===== config.mk =====
export PLATFORM = sky130hd
export DESIGN_NAME = ram_access_seq
export DESIGN_NICKNAME = d
export VERILOG_FILES = /design/src/rtl/ram_seq_pkg.sv /design/src/rtl/ram_seq_arb.sv /design/src/rtl/ram_access_seq.sv
export SDC_FILE = /design/constraint.sdc
export NUM_CORES = 1
export LEC_CHECK = 0
export CAP_MARGIN = 20
export CORE_MARGIN = 2
export CORE_UTILIZATION = 30
export DETAILED_ROUTE_END_ITERATION = 10
export PLACE_DENSITY = 0.53
export SYNTH_ARGS = -nofsm -noshare
export SYNTH_HDL_FRONTEND = slang
export SYNTH_SLANG_ARGS = --single-unit

===== constraint.sdc =====
create_clock -name clk -period 1.6 [get_ports clk]
set_input_delay 0.24 -clock clk [delete_from_list [all_inputs] [get_ports clk]]
set_output_delay 0.24 -clock clk [all_outputs]
set_load 0.005 [all_outputs]

===== src/rtl/ram_seq_pkg.sv =====
// Shared types and constants for the RAM access sequencer.
package ram_seq_pkg;

  localparam int unsigned RAM_SEQ_CNT_W      = 4;
  localparam int unsigned RAM_SEQ_MAX_ACCESS = 15;

  typedef enum logic [1:0] {
    IDLE   = 2'd0,
    SETUP  = 2'd1,
    ACCESS = 2'd2,
    HOLD   = 2'd3
  } ram_seq_state_t;

  typedef enum logic {
    SRC_FETCH = 1'b0,
    SRC_DATA  = 1'b1
  } ram_seq_src_t;

endpackage


===== src/rtl/ram_seq_arb.sv =====
// Two-way fetch/data arbiter.
// Build option RAM_SEQ_FIXED_PRI_EN: data always wins a tie and no last-grant
// state is kept; otherwise ties alternate, starting with fetch after reset.
// o_grant_src_c encoding: 1 = data, 0 = fetch.
module ram_seq_arb
  import ram_seq_pkg::*;
(
  input  logic clk,
  input  logic rst_n,
  input  logic i_fetch_req,
  input  logic i_data_req,
  input  logic i_advance,
  output logic o_grant_valid_c,
  output logic o_grant_src_c
);

  assign o_grant_valid_c = i_fetch_req | i_data_req;

`ifdef RAM_SEQ_FIXED_PRI_EN
  logic w_unused;
  assign w_unused = clk ^ rst_n ^ i_advance;

  // Data has priority; fetch only when data is not requesting
  always_comb begin
    o_grant_src_c = i_data_req;
  end
`else
  logic r_last_data;

  // Remember which source was granted last; resets to data so fetch wins the first tie
  always_ff @(posedge clk or negedge rst_n) begin
    if (!rst_n) begin
      r_last_data <= 1'b1;
    end else if (i_advance && o_grant_valid_c) begin
      r_last_data <= o_grant_src_c;
    end
  end

  // Single request wins outright; a tie goes to the source not granted last
  always_comb begin
    o_grant_src_c = i_data_req;
    if (i_fetch_req && i_data_req) begin
      o_grant_src_c = ~r_last_data;
    end
  end
`endif

endmodule


===== src/rtl/ram_access_seq.sv =====
// RAM access sequencer: arbitrates fetch/data requests and drives the address
// enable plus RAM strobes through a setup / strobe / hold sequence.
// Build option RAM_SEQ_FIXED_PRI_EN selects fixed data-over-fetch priority.
module ram_access_seq
  import ram_seq_pkg::*;
#(
  parameter int unsigned ACCESS_CYCLES = 2
) (
  input  logic clk,
  input  logic rst_n,
  input  logic fetch_req,
  output logic fetch_ack,
  input  logic data_req,
  input  logic data_we,
  output logic data_ack,
  output logic ip_w,
  output logic m_w,
  output logic ram_r,
  output logic ram_w,
  output logic busy
);

  localparam logic [RAM_SEQ_CNT_W-1:0] LP_CNT_INIT = RAM_SEQ_CNT_W'(ACCESS_CYCLES - 1);

  // Strobe length must fit the 4-bit down-counter and be at least one cycle
  if ((ACCESS_CYCLES == 0) || (ACCESS_CYCLES > RAM_SEQ_MAX_ACCESS)) begin : g_bad_cycles
    $fatal(1, "ram_access_seq: ACCESS_CYCLES=%0d outside 1..%0d",
           ACCESS_CYCLES, RAM_SEQ_MAX_ACCESS);
  end

  ram_seq_state_t             r_state;
  ram_seq_src_t               r_src;
  logic                       r_we;
  logic [RAM_SEQ_CNT_W-1:0]   r_cnt;

  logic                       w_gnt_valid;
  logic                       w_gnt_src_raw;
  ram_seq_src_t               w_gnt_src;
  logic                       w_advance;

  assign w_advance = (r_state == IDLE) && w_gnt_valid;
  assign w_gnt_src = ram_seq_src_t'(w_gnt_src_raw);

  ram_seq_arb u_arb (
    .clk             (clk),
    .rst_n           (rst_n),
    .i_fetch_req     (fetch_req),
    .i_data_req      (data_req),
    .i_advance       (w_advance),
    .o_grant_valid_c (w_gnt_valid),
    .o_grant_src_c   (w_gnt_src_raw)
  );

  // Sequencer FSM; every output is set from the state being entered so all are flops
  always_ff @(posedge clk or negedge rst_n) begin
    if (!rst_n) begin
      r_state   <= IDLE;
      r_src     <= SRC_FETCH;
      r_we      <= 1'b0;
      r_cnt     <= '0;
      fetch_ack <= 1'b0;
      data_ack  <= 1'b0;
      ip_w      <= 1'b0;
      m_w       <= 1'b0;
      ram_r     <= 1'b0;
      ram_w     <= 1'b0;
      busy      <= 1'b0;
    end else begin
      fetch_ack <= 1'b0;
      data_ack  <= 1'b0;
      case (r_state)
        IDLE: begin
          if (w_gnt_valid) begin
            r_state <= SETUP;
            r_src   <= w_gnt_src;
            r_we    <= (w_gnt_src == SRC_DATA) && data_we;
            ip_w    <= (w_gnt_src == SRC_FETCH);
            m_w     <= (w_gnt_src == SRC_DATA);
            busy    <= 1'b1;
          end
        end
        SETUP: begin
          r_state <= ACCESS;
          r_cnt   <= LP_CNT_INIT;
          ram_r   <= ~r_we;
          ram_w   <= r_we;
          if (LP_CNT_INIT == '0) begin
            fetch_ack <= (r_src == SRC_FETCH);
            data_ack  <= (r_src == SRC_DATA);
          end
        end
        ACCESS: begin
          if (r_cnt == '0) begin
            r_state <= HOLD;
            ram_r   <= 1'b0;
            ram_w   <= 1'b0;
          end else begin
            r_cnt <= r_cnt - RAM_SEQ_CNT_W'(1);
            if (r_cnt == RAM_SEQ_CNT_W'(1)) begin
              fetch_ack <= (r_src == SRC_FETCH);
              data_ack  <= (r_src == SRC_DATA);
            end
          end
        end
        HOLD: begin
          r_state <= IDLE;
          ip_w    <= 1'b0;
          m_w     <= 1'b0;
          busy    <= 1'b0;
        end
        default: begin
          r_state <= IDLE;
        end
      endcase
    end
  end

endmodule

==> impl_results.md, run 1 <==
* Core Box Area at 0.00269 mm2
* Gp weighted congestion at between 0.7 and 0.8
* Mapped cell area at 827 um2
* Required @ worst endpoint at between 1500 and 2000 ps
* Clock network power share at 12.7%
* Slowest CP cell: dfrtp_1
* CP top delay family: flip-flops
* CTS tree: done
* Number of cells on the worst reg-to-reg path at 5
* DR WL/cell at 13.0 um
* Int Pwr at 1.39 mW
* IO buf count at 11
* Post-route setup slack at -46.5 ps
* Vias per cell at around 5.0
* Die width at about 57 um
* Period minus WS final at 1650 ps
* Worst Hold Class: primary input to async pin
* CP Buf/Inv Count at 1
* Yosys cell types at 28
* Root buffer cell: clkbuf_4
* Row cnt at 19
* Switching power share of the total at 36.2%
* PwrDens at 1930 mW/mm2
* First-pass GRT wire length at 3030 um
* Nets at between 100 and 150
* Initial core utilization at 30.8%
* Avg Cell Area, Syn at 10.9 um2
* Sequential element share of the synthesized area at 48.6%
* Die area at 0.00319 mm2
* Pleak at roughly 0.52 nW
* CP Class: flop to flop
* Commonest non-fill, non-tap cell in the layout: dfrtp_1
* DR iter-0 viols at 7
* Max VDD drop at between 0.9 and 1 mV
* Aggregate routed wire length at 1760 um
* Comb power frac at 54.7%
* Largest register FFs at 4
* Final Setup Violations at 1
* Worst path max stage delay at 410 ps
* TritonCTS Buffers at 3
* Failing checks: setup timing
* Syn Nets at 87
* P&R area growth vs syn at 36.6%
* Largest regs: r_cnt x4, r_state x2
* Worst Clk Skew at 4.27 ps
* DR vias at 678
* RSZ-0062 raised after global routing: yes
* Max Cap Viol at 0
* Clk Latency, worst-skew pair at ~300 ps
* Largest fanout on the critical path at 3
* Most frequent cells in the layout: dfrtp_1 (15), buf_4 (14), clkdlybuf4s50_1 (11)
* Slew Limit Fails at 0
* Pin count of the biggest net entering global routing at 12
* Crit start category: flop
* Antenna violations before repair at 0
* Hold Violations, Final at 0
* # DRC at 0
* Post-Synthesis Cells at 76
* Post-route insts no fill at 135
* GRT Resource Usage Total at 12.5%
* Sw Pwr at slightly below 0.8 mW
* DP Cell Count at ~130
* Share of layout cells above drive strength 1 at 25.0%
* Sequential power share at 32.6%
* F_max at 0.607 GHz
* Post-DP HPWL at 1300 um
* 1st-pass router iterations at 3
* Die height at roughly 57 um
* Io pins at 12
* Antenna viol nets, final at 0
* Status: finished, violations left
* Largest Register: r_cnt
* Relative slew slack at between 70% and 80%
* Yosys Warn Count at 0
* CTS H-tree lvls at 1
* Worst setup EP type: flop
* CTS clock-pin slew for the worst setup and hold paths at 100 ps
* Vias in the first global route at 708
* GRT overflow at 0
* Num Clock Sinks at 16
* Clock Path Buffers at 2
* #FFs+latches synth at 16
* CP Data Arrival Time at between 1500 and 2000 ps
* Tcrit/Tclk final at 103%
* Inserted Diodes at 0
* Worst-Margin Slew at 423 ps
* Crit. path cell count at 5
* Area post-placement at 0.00106 mm2
* Final instance area at 0.00113 mm2
* Crit-path cells: inv_2 -> ha_4 -> or3b_4 -> a22oi_2 -> mux2_4
## cell families (layout without fill, tap and decap cells)
group / Yosys count / count (layout) / share of synthesized area [%]
DFF: 16 / 16 / 48.6
and+or+nand+nor: 19 / 19 / 12.9
buffers and inverters: 8 / 36 / 3.63
adders and majority gates: 6 / 6 / 9.08
AOI/OAI and AO/OA: 22 / 22 / 19.7
muxes: 5 / 5 / 6.20
## worst reg2reg max path: stages, from the launching register on
cell and delay (ps):
dfrtp_1 410, inv_2 80, ha_4 130, or3b_4 390, a22oi_2 220, mux2_4 320
## per-layer routing
metal	vias to the layer above	share of wire [%]	global-route usage, %
met3	7	2.8	2.07
met4	0	4.2	8.16
met1	325	45	15.2
met2	12	48	20.3
met5	-	0	0
li1	334	-	-
## layout make-up
type	count	area (um2)
Fill cell	278	1560
Multi-Input combinational cell	52	412
Sequential cell	16	402
Timing Repair Buffer	25	215
Tap cell	31	38.8
Clock buffer	4	36.3
Inverter	7	26.3
## metrics by stage
stage | worst slack, ps | total power [mW] | utilization [%] | hold slack [ps] | setup TNS [ps]
floorplan | -51.4 | 1.37 | - | -55.6 | -51.4
global placement | -25.4 | 1.76 | 39.4 | 440 | -25.4
detailed placement | -67.7 | 1.79 | 39.4 | 451 | -67.7
CTS | -43.1 | 2.17 | 41.8 | 248 | -43.1
global route | -82.8 | 2.36 | 42.1 | 251 | -82.8
finish | -46.5 | 2.18 | 42.1 | 234 | -46.5
## synth_stat cells
cell       count  share of area (%)
dfrtp_1       15                 45
nand2b_1       3                2.3
o22a_1         1                1.1
dfstp_2        1                3.2
ha_1           6                9.1
o21ai_0        4                2.4
a31oi_1        2                1.5
nor2_1         3                1.4
a32o_1         3                3.6
a21oi_1        4                2.4
a22oi_2        1                1.5
o2bb2ai_1      1                1.1
o22ai_1        1               0.76
nor2b_1        1               0.76
clkbuf_1       1               0.45
or3b_4         1                1.4
mux2_1         1                1.4
nor3_1         1               0.60
a31o_2         1                1.1
mux2i_1        4                4.8
a22o_1         4                4.2
and3_1         1               0.76
nand3b_1       1               0.91
inv_1          7                3.2
or3_1          1               0.76
nand2_1        4                1.8
nor4_1         1               0.76
and2_1         2                1.5
## power groups by stage
stage          Clock (mW)  Sequential, mW  Combinational, mW
2_1_floorplan           0           0.710              0.661
3_3_place_gp            0           0.703               1.05
3_5_place_dp            0           0.713               1.07
4_1_cts             0.286           0.710               1.17
5_1_grt             0.305           0.734               1.32
6_report            0.276           0.710               1.19
## path summary, 6_finish.rpt
| check | start | slack [ps] | end |
|---|---|---|---|
| worst max-delay path | r_cnt[1]$_DFFE_PN0P_ | -50 | r_state[1]$_DFFE_PN0P_ |
| worst min-delay path | rst_n | 230 | r_cnt[0]$_DFFE_PN0P_ |
| min in group clk | r_src$_DFFE_PN0P_ | 470 | fetch_ack$_DFF_PN0_ |
| max in group asynchronous | rst_n | 890 | r_cnt[2]$_DFFE_PN0P_ |
| worst max register to register | r_cnt[1]$_DFFE_PN0P_ | -50 | r_state[1]$_DFFE_PN0P_ |
| worst min register to register | r_src$_DFFE_PN0P_ | 470 | fetch_ack$_DFF_PN0_ |
## what timing repair did
item                       CTS  global route
gates resized for setup      4             0
hold buffers                 0             0
setup buffers                2             1
pin swaps                    2             1
setup endpoints to repair    1             2
(Power assumes the default switching activity.)
==> run 2: changes to the inputs <==
CAP_MARGIN = unset   (was 20)
==> results of run 2 <==
The final DEF is identical to that of run 1; final timing and power are the same.
